File: config.mk
export PLATFORM = sky130hd
export DESIGN_NAME = seq_restoring_divider
export DESIGN_NICKNAME = d
export VERILOG_FILES = /design/src/rtl/arith_pkg.sv /design/src/rtl/ripple_subtractor.sv /design/src/rtl/seq_restoring_divider.sv
export SDC_FILE = /design/constraint.sdc
export NUM_CORES = 1
export LEC_CHECK = 0
export CORE_ASPECT_RATIO = 1.5
export CORE_UTILIZATION = 44
export CTS_CLUSTER_SIZE = 16
export DETAILED_ROUTE_END_ITERATION = 10
export PLACE_DENSITY = 0.73
export SLEW_MARGIN = 20
export SYNTH_ARGS = -nofsm -noshare
export SYNTH_HDL_FRONTEND = slang
export SYNTH_SLANG_ARGS = --single-unit
File: constraint.sdc
create_clock -name clk -period 2.6 [get_ports clk]
set_input_delay 0.26 -clock clk [delete_from_list [all_inputs] [get_ports clk]]
set_output_delay 0.26 -clock clk [all_outputs]
set_load 0.01 [all_outputs]
File: src/rtl/arith_pkg.sv
// Shared types and defaults for the arithmetic block set.
package arith_pkg;

    typedef enum logic [1:0] {
        IDLE = 2'd0,
        CALC = 2'd1,
        DONE = 2'd2
    } div_state_t;

    localparam int DEFAULT_WIDTH = 4;

endpackage : arith_pkg

File: src/rtl/ripple_subtractor.sv
// N-bit ripple subtractor (a - b - borrow_in) built from full-subtractor cells,
// the borrow counterpart of the ripple-carry adder.
module ripple_subtractor #(
    parameter int N = 5
) (
    input  logic [N-1:0] a_i,
    input  logic [N-1:0] b_i,
    input  logic         borrow_i,
    output logic [N-1:0] diff_o,
    output logic         borrow_o
);

    logic [N:0] borrow_s;

    assign borrow_s[0] = borrow_i;

    for (genvar i = 0; i < N; i++) begin : g_cell
        assign diff_o[i]       = a_i[i] ^ b_i[i] ^ borrow_s[i];
        assign borrow_s[i + 1] = (~a_i[i] & b_i[i]) | (~(a_i[i] ^ b_i[i]) & borrow_s[i]);
    end

    assign borrow_o = borrow_s[N];

endmodule : ripple_subtractor

File: src/rtl/seq_restoring_divider.sv
// Multi-cycle unsigned restoring divider: one quotient bit per clock through a
// ripple subtractor, with a start/busy/done handshake.
module seq_restoring_divider
    import arith_pkg::*;
#(
    parameter int WIDTH = DEFAULT_WIDTH
) (
    input  logic             clk,
    input  logic             rst,
    input  logic             start,
    input  logic [WIDTH-1:0] dividend,
    input  logic [WIDTH-1:0] divisor,
    output logic [WIDTH-1:0] quotient,
    output logic [WIDTH-1:0] remainder,
    output logic             busy,
    output logic             done,
    output logic             div_zero
);

    localparam int CW = $clog2(WIDTH + 1);

    div_state_t       state_q, state_d;
    logic [WIDTH-1:0] q_q, q_d;
    logic [WIDTH:0]   r_q, r_d;
    logic [WIDTH-1:0] dsr_q, dsr_d;
    logic [CW-1:0]    cnt_q, cnt_d;
    logic             busy_q, busy_d;
    logic             done_q, done_d;
    logic             dz_q, dz_d;

    logic [WIDTH:0]   shifted_s;
    logic [WIDTH:0]   trial_s;
    logic             borrow_s;

    // The partial remainder never exceeds 2*divisor-1, so WIDTH+1 bits suffice.
    assign shifted_s = {r_q[WIDTH-1:0], q_q[WIDTH-1]};

    ripple_subtractor #(
        .N(WIDTH + 1)
    ) u_sub (
        .a_i     (shifted_s),
        .b_i     ({1'b0, dsr_q}),
        .borrow_i(1'b0),
        .diff_o  (trial_s),
        .borrow_o(borrow_s)
    );

    // Next-state and datapath update for the IDLE/CALC/DONE controller.
    always_comb begin
        state_d = state_q;
        q_d     = q_q;
        r_d     = r_q;
        dsr_d   = dsr_q;
        cnt_d   = cnt_q;
        busy_d  = busy_q;
        done_d  = done_q;
        dz_d    = dz_q;

        case (state_q)
            IDLE, DONE: begin
                if (start) begin
                    dsr_d  = divisor;
                    q_d    = dividend;
                    r_d    = {(WIDTH + 1){1'b0}};
                    cnt_d  = {CW{1'b0}};
                    done_d = 1'b0;
                    dz_d   = 1'b0;
                    if (divisor == {WIDTH{1'b0}}) begin
                        // Divide by zero resolves immediately without iterating.
                        state_d = DONE;
                        q_d     = {WIDTH{1'b1}};
                        r_d     = {1'b0, dividend};
                        busy_d  = 1'b0;
                        done_d  = 1'b1;
                        dz_d    = 1'b1;
                    end else begin
                        state_d = CALC;
                        busy_d  = 1'b1;
                    end
                end else begin
                    state_d = state_q;
                end
            end
            CALC: begin
                cnt_d = cnt_q + CW'(1);
                if (borrow_s) begin
                    r_d = shifted_s;
                    q_d = {q_q[WIDTH-2:0], 1'b0};
                end else begin
                    r_d = trial_s;
                    q_d = {q_q[WIDTH-2:0], 1'b1};
                end
                if (cnt_q == CW'(WIDTH - 1)) begin
                    state_d = DONE;
                    busy_d  = 1'b0;
                    done_d  = 1'b1;
                end else begin
                    state_d = CALC;
                end
            end
            default: begin
                state_d = IDLE;
                q_d     = {WIDTH{1'b0}};
                r_d     = {(WIDTH + 1){1'b0}};
                cnt_d   = {CW{1'b0}};
                busy_d  = 1'b0;
                done_d  = 1'b0;
                dz_d    = 1'b0;
            end
        endcase
    end

    // State and datapath registers with synchronous reset.
    always_ff @(posedge clk) begin
        if (rst) begin
            state_q <= IDLE;
            q_q     <= {WIDTH{1'b0}};
            r_q     <= {(WIDTH + 1){1'b0}};
            dsr_q   <= {WIDTH{1'b0}};
            cnt_q   <= {CW{1'b0}};
            busy_q  <= 1'b0;
            done_q  <= 1'b0;
            dz_q    <= 1'b0;
        end else begin
            state_q <= state_d;
            q_q     <= q_d;
            r_q     <= r_d;
            dsr_q   <= dsr_d;
            cnt_q   <= cnt_d;
            busy_q  <= busy_d;
            done_q  <= done_d;
            dz_q    <= dz_d;
        end
    end

    assign quotient  = q_q;
    assign remainder = r_q[WIDTH-1:0];
    assign busy      = busy_q;
    assign done      = done_q;
    assign div_zero  = dz_q;

endmodule : seq_restoring_divider

==> impl_metrics.csv, run 1 <==
group,metric,value,unit
logic_synthesis,ys_warn_count,0,
cts,clock-sinks,20,
timing,finalSetupViolCount,0,
timing,setup_tns,0,ns
cts,htree_levels,1,
timing,grt_setup_unrepaired,"no",
logic_synthesis,synth-seq-area-share,40.00,%
logic_synthesis,syn_avg_cell_area,8.937,sq um
setup_path,reg2reg_slack,0.15,ns
global_routing,grt_max_degree,16,
pwr,clkPwrFrac,26.1,%
route,drtPass1Iterations,4,
route,drc,0,
timing,fmax,0.4076,GHz
die,core_area,0.002077,sq mm
pwr,p_comb_share,24.2,%
logic_synthesis,syn_area,0.001001,sq mm
finish,regArea,401.6,sq um
finish,layout_common_cells,"21 x clkdlybuf4s50_1, 19 x dfxtp_1, 12 x nand2_1",
setup_path,cp-end-kind,"flop",
global_routing,antenna_found_initial,0,
finish,multi_input_area,559.3,sq um
setup_path,worstSetupPathType,"flop to flop",
logic_synthesis,syn_inst,112,
global_routing,gr-total-overflow,0,
route,ant_nets,0,
setup_path,required,2.80,ns
die,start_util,48.19,%
die,dieArea,0.002474,sq mm
finish,layout-drive-gt1-share,11.19,%
die,die_w,40.95,um
timing,slew_headroom,68.06,%
die,die_h,60.42,um
timing,finalMaxSlewViolations,0,
outcome,outcome,"completed",
timing,tightest_slew,0.4754,ns
job,drv_cap,0,
route,vias,881,
pwr,power_leakage,0.4703,nW
min_path,hold_depth,2,
setup_path,cp_slowest_stage_delay,0.36,ns
setup_path,rr_worst_depth,9,
finish,fill_cells,197,
cts,tritoncts,"done",
cts,cts_buffer_depth,2,
logic_synthesis,ys_types,29,
pwr,p_per_area,553.3,mW/mm^2
pwr,ir_drop,0.3688,mV
route,viasPerCell,5.647,
place,dpl.hpwl,1770,um
setup_path,path_cells,"inv_1, ha_2, fa_2, fa_1, inv_1, fa_1, or2_2, mux2_2, a221o_1",
pwr,p_total,706.1,uW
pwr,netSwitchingFraction,28.83,%
die,ios,22,
cts,cts_buffers,3,
timing,min_period_over_period,94.36,%
finish,fin_nets,152,
pwr,p_switching,203.5,uW
setup_path,regToRegStartpoint,"quotient[3]",
timing,fin_skew,0.004546,ns
global_routing,grt_pass1_wl,3581,um
finish,diodes,0,
route,wl,2320,um
logic_synthesis,ys_seq_elements,20,
setup_path,startpoint_type,"flop",
setup_path,crit_slowest_cell,"dfxtp_2",
timing,period_minus_slack,2.453,ns
cts,clk_pin_slew,0.11,ns
place,gp_congestion,0.7539,
pwr,seqPwrFrac,49.7,%
setup_path,arrival,2.66,ns
global_routing,grt_usage,21.50,%
place,portBuffers,21,
route,drt-initial-drc-count,16,
logic_synthesis,synth_nets,129,
setup_path,critPathMaxFanout,5,
route,wire_per_inst,14.87,um
cts,clk_latency,0.31,ns
min_path,hold_end,"dsr_q[3]",
global_routing,grt_pass1_vias,854,
die,num_rows,20,
finish,final_common_cell,"clkdlybuf4s50_1",
timing,finalHoldViolations,0,
cts,cts_root_buf,"clkbuf_4",
min_path,min_path_type,"flop to flop",
finish,area_growth,27.50,%
min_path,worstHoldStart,"dsr_q[3]",
setup_path,r2r-end,"r_q[3]",
pwr,intPower,502.5,uW
-- stage by stage --
stage	utilization (%)	area (sq um)	cells	hold slack (ns)	setup WS [ns]
after CTS	61.14	1270	156	0.4768	0.04274
final	61.45	1276	156	0.4732	0.1466
after global placement	59.40	1234	152	0.4492	0.1484
after global routing	61.45	1276	156	0.4998	0.01998
after detailed placement	59.40	1234	152	0.4603	0.05368
after floorplan	-	1001	112	0.3960	0.09836
-- final cells by class --
class | count | share of cell area [%]
multi-input cells | 80 | 43.82
inverters | 7 | 2.059
well taps | 22 | 2.157
clock buffers | 4 | 2.843
repair buffers | 23 | 17.65
flip-flops and latches | 20 | 31.47
-- worst max path at each step --
stage,depth (start not counted),start,end
after floorplan,9,quotient[3],r_q[3]
after global placement,8,quotient[3],r_q[3]
after global routing,8,quotient[3],r_q[3]
after CTS,9,quotient[3],r_q[3]
final,9,quotient[3],r_q[3]
after detailed placement,8,quotient[3],r_q[3]
-- Yosys cell counts --
cell | n | area (sq um)
a2bb2oi_1 | 2 | 17.52
nand2_1 | 12 | 45.04
ha_1 | 3 | 37.54
nor3b_1 | 3 | 22.52
and2_1 | 1 | 6.260
nand2b_1 | 3 | 18.77
nor3_2 | 1 | 10.01
a211oi_1 | 3 | 22.52
a2111oi_0 | 3 | 26.28
fa_1 | 3 | 60.06
o32a_1 | 1 | 10.01
o41ai_1 | 1 | 8.760
mux2_2 | 1 | 11.26
a21oi_1 | 11 | 55.05
nand3_1 | 1 | 5.000
a22oi_1 | 3 | 22.52
dfxtp_1 | 20 | 400.4
nor2_1 | 8 | 30.03
a221o_1 | 5 | 50.05
nor3_1 | 5 | 25.02
nor2b_1 | 3 | 18.77
o21ai_0 | 1 | 5.000
a21o_1 | 1 | 7.510
or2_2 | 3 | 18.77
clkbuf_1 | 4 | 15.01
buf_2 | 1 | 5.000
a221oi_1 | 1 | 8.760
or4_4 | 1 | 11.26
inv_1 | 7 | 26.28
-- cell families after synthesis --
| logic type | after synthesis | share of synthesized area [%] |
|---|---|---|
| multiplexers | 1 | 1.125 |
| AO/OA/AOI/OAI | 32 | 23.38 |
| buffers and inverters | 12 | 4.625 |
| flip-flops | 20 | 40.00 |
| adder cells (fa/ha/maj) | 6 | 9.751 |
| AND/OR/NAND/NOR | 41 | 21.12 |
-- routing by layer --
layer  up-vias  part of all wire (%)  wire length (um)  track usage (%)
met5         -                     0                 0                0
met3         5                   3.4                78            2.198
met2        23                    51              1194            38.84
met1       404                    43              1002            23.31
met4         0                   1.9                44            10.00
li1        449                     -                 -                -
-- power groups by stage --
| stage | combinational, mW | clock, mW | sequential (mW) |
|---|---|---|---|
| 3_3_place_gp | 0.165 | 0 | 0.356 |
| 2_1_floorplan | 0.0927 | 0 | 0.357 |
| 5_1_grt | 0.189 | 0.193 | 0.354 |
| 3_5_place_dp | 0.169 | 0 | 0.358 |
| 6_report | 0.171 | 0.184 | 0.351 |
| 4_1_cts | 0.171 | 0.184 | 0.351 |
-- critical path, delay by kind of cell, from the launching register on --
| family | cells | cell delay [ns] |
|---|---|---|
| mux | 1 | 0.35 |
| fa+ha+maj | 4 | 1.06 |
| simple gates | 1 | 0.16 |
| buf+inv | 2 | 0.13 |
| flops | 1 | 0.36 |
| compound gates | 1 | 0.29 |
-- state kept, by name, summed over array words and instances (netlist names) --
name,count
div_zero,1
cnt_q,3
quotient,4
r_q,4
done,1
dsr_q,4
state_q,2
busy,1
-- what timing repair did --
action / in CTS / in global routing
hold buffers: 0 / 0
setup endpoints to repair: 0 / 2
gates resized for setup: 0 / 3
setup buffers: 0 / 0
No activity file was read; power rests on OpenSTA's default activity.
==> inputs of run 2 (changes only) <==
Settings changed: CORE_UTILIZATION 44 to 46, CTS_BUF_LIST set to sky130_fd_sc_hd__clkbuf_4 sky130_fd_sc_hd__clkbuf_8, HOLD_SLACK_MARGIN set to 0.02, PLACE_DENSITY 0.73 to 0.76.
==> run 2 against run 1 <==
Compared with the run above:
- first-iteration DRC count is the same
- combinational power grew 5%
- clock-buffer cell count is the same
- critical path depth shrank 1
- core utilization grew 2.0 points
- total power grew 0.82%
- worst hold slack lost 0.012 ns
- final cell count is the same
- sequential share of layout area shrank 0.24 points
- non-clock buffer count is the same
- global-route usage grew 1.3 points
- cell area grew 0.78%
- critical path type unchanged
- largest cell class unchanged
==> impl_metrics.csv, run 2 (synthesized netlist as in run 1, its figures left out) <==
group,metric,value,unit
route,drc,0,
finish,area_growth,28.50,%
die,num_rows,20,
place,pre_cts_ws,0.06837,ns
outcome,outcome,"completed",
die,core_area,0.002027,sq mm
cts,post-cts-setup-buffers,0,
timing,setup_ws,0.1157,ns
route,ant_nets,0,
finish,multi_input_area,569.3,sq um
global_routing,gr-total-overflow,0,
place,dpl.hpwl,1745,um
route,vias,936,
pwr,p_per_area,553.4,mW/mm^2
setup_path,required,2.81,ns
cts,tritoncts,"done",
global_routing,grt_max_degree,16,
die,die_w,40.09,um
route,wire_per_inst,14.71,um
finish,diodes,0,
cts,clock-sinks,20,
job,drv_cap,0,
place,gp_congestion,0.7421,
finish,fin_nets,152,
timing,fin_skew,0.003573,ns
global_routing,grt_pass1_wl,3705,um
pwr,power_leakage,0.4725,nW
timing,slew_headroom,68.75,%
timing,finalSetupViolCount,0,
timing,tightest_slew,0.4681,ns
die,dieArea,0.002370,sq mm
finish,fill_cells,167,
cts,cts_buffers,3,
timing,min_period_over_period,95.55,%
timing,hold_ws,0.4617,ns
route,drtPass1Iterations,4,
place,portBuffers,21,
route,wl,2294,um
global_routing,grt_usage,22.77,%
global_routing,grt_pass1_vias,871,
cts,clk_pin_slew,0.11,ns
timing,period_minus_slack,2.484,ns
cts,cts_buffer_depth,2,
die,die_h,59.13,um
timing,grt_setup_unrepaired,"no",
route,viasPerCell,6.000,
setup_path,startpoint_type,"flop",
setup_path,reg2reg_slack,0.12,ns
cts,htree_levels,1,
pwr,ir_drop,0.3404,mV
die,ios,22,
min_path,min_path_type,"flop to flop",
finish,final_common_cell,"clkdlybuf4s50_1",
cts,clk_latency,0.30,ns
timing,finalHoldViolations,0,
setup_path,arrival,2.69,ns
setup_path,worstSetupPathType,"flop to flop",
setup_path,cp-end-kind,"flop",
global_routing,antenna_found_initial,0,
finish,regArea,401.6,sq um
timing,fmax,0.4025,GHz
cts,cts_root_buf,"clkbuf_4",
timing,finalMaxSlewViolations,0,
setup_path,critPathMaxFanout,3,
route,drt-initial-drc-count,16,
finish,layout-drive-gt1-share,11.94,%
timing,setup_tns,0,ns
finish,layout_common_cells,"21 x clkdlybuf4s50_1, 19 x dfxtp_1, 12 x nand2_1",
die,start_util,49.38,%
-- run 2: per-stage QoR --
step           instance area, sq um  utilization (%)  power [mW]  std cells
2_1_floorplan                  1001                -      0.4493        112
3_3_place_gp                   1234            60.86      0.5212        152
3_5_place_dp                   1234            60.86      0.5270        152
4_1_cts                        1270            62.65      0.7049        156
5_1_grt                        1286            63.46      0.7479        156
6_report                       1286            63.46      0.7118        156
-- run 2: area by class of cell --
type	instances	area share, %
multi-input combinational	80	44.26
timing repair buffer	23	17.51
tap	22	2.140
inverter	7	2.043
clock buffer	4	2.821
sequential	20	31.23
-- run 2: metal layers --
layer / vias to the layer above / global-route usage [%] / wire length [um]
met2: 24 / 36.87 / 1155
met3: 13 / 4.135 / 89
met1: 448 / 25.60 / 941
li1: 451 / - / -
met4: 0 / 15.27 / 107
met5: - / 0 / 0
-- run 2: path summary, 6_finish.rpt --
check	end	cells past startpoint	start
worst max register to register	r_q[3]	8	quotient[3]
worst min-delay path	dsr_q[3]	2	dsr_q[3]
worst min register to register	dsr_q[3]	2	dsr_q[3]
worst max-delay path	r_q[3]	8	quotient[3]
-- run 2: worst max-delay path, stage by stage, from the launching register on --
cell and delay, ns:
dfxtp_2 0.35, inv_1 0.05, ha_1 0.21, fa_2 0.35, fa_1 0.36, inv_1 0.08
fa_2 0.43, mux2_2 0.27, a221o_1 0.29
-- run 2: power by group --
group	internal [mW]	total, mW	switching [mW]
clock	0.0855	0.182	0.0968
combinational	0.0931	0.179	0.0860
sequential	0.328	0.350	0.0222
total	0.507	0.712	0.205
-- run 2: timing repair --
item / in CTS / in global routing
gates resized for setup: 0 / 7
endpoints found under the setup margin: 0 / 3
hold buffers: 0 / 0
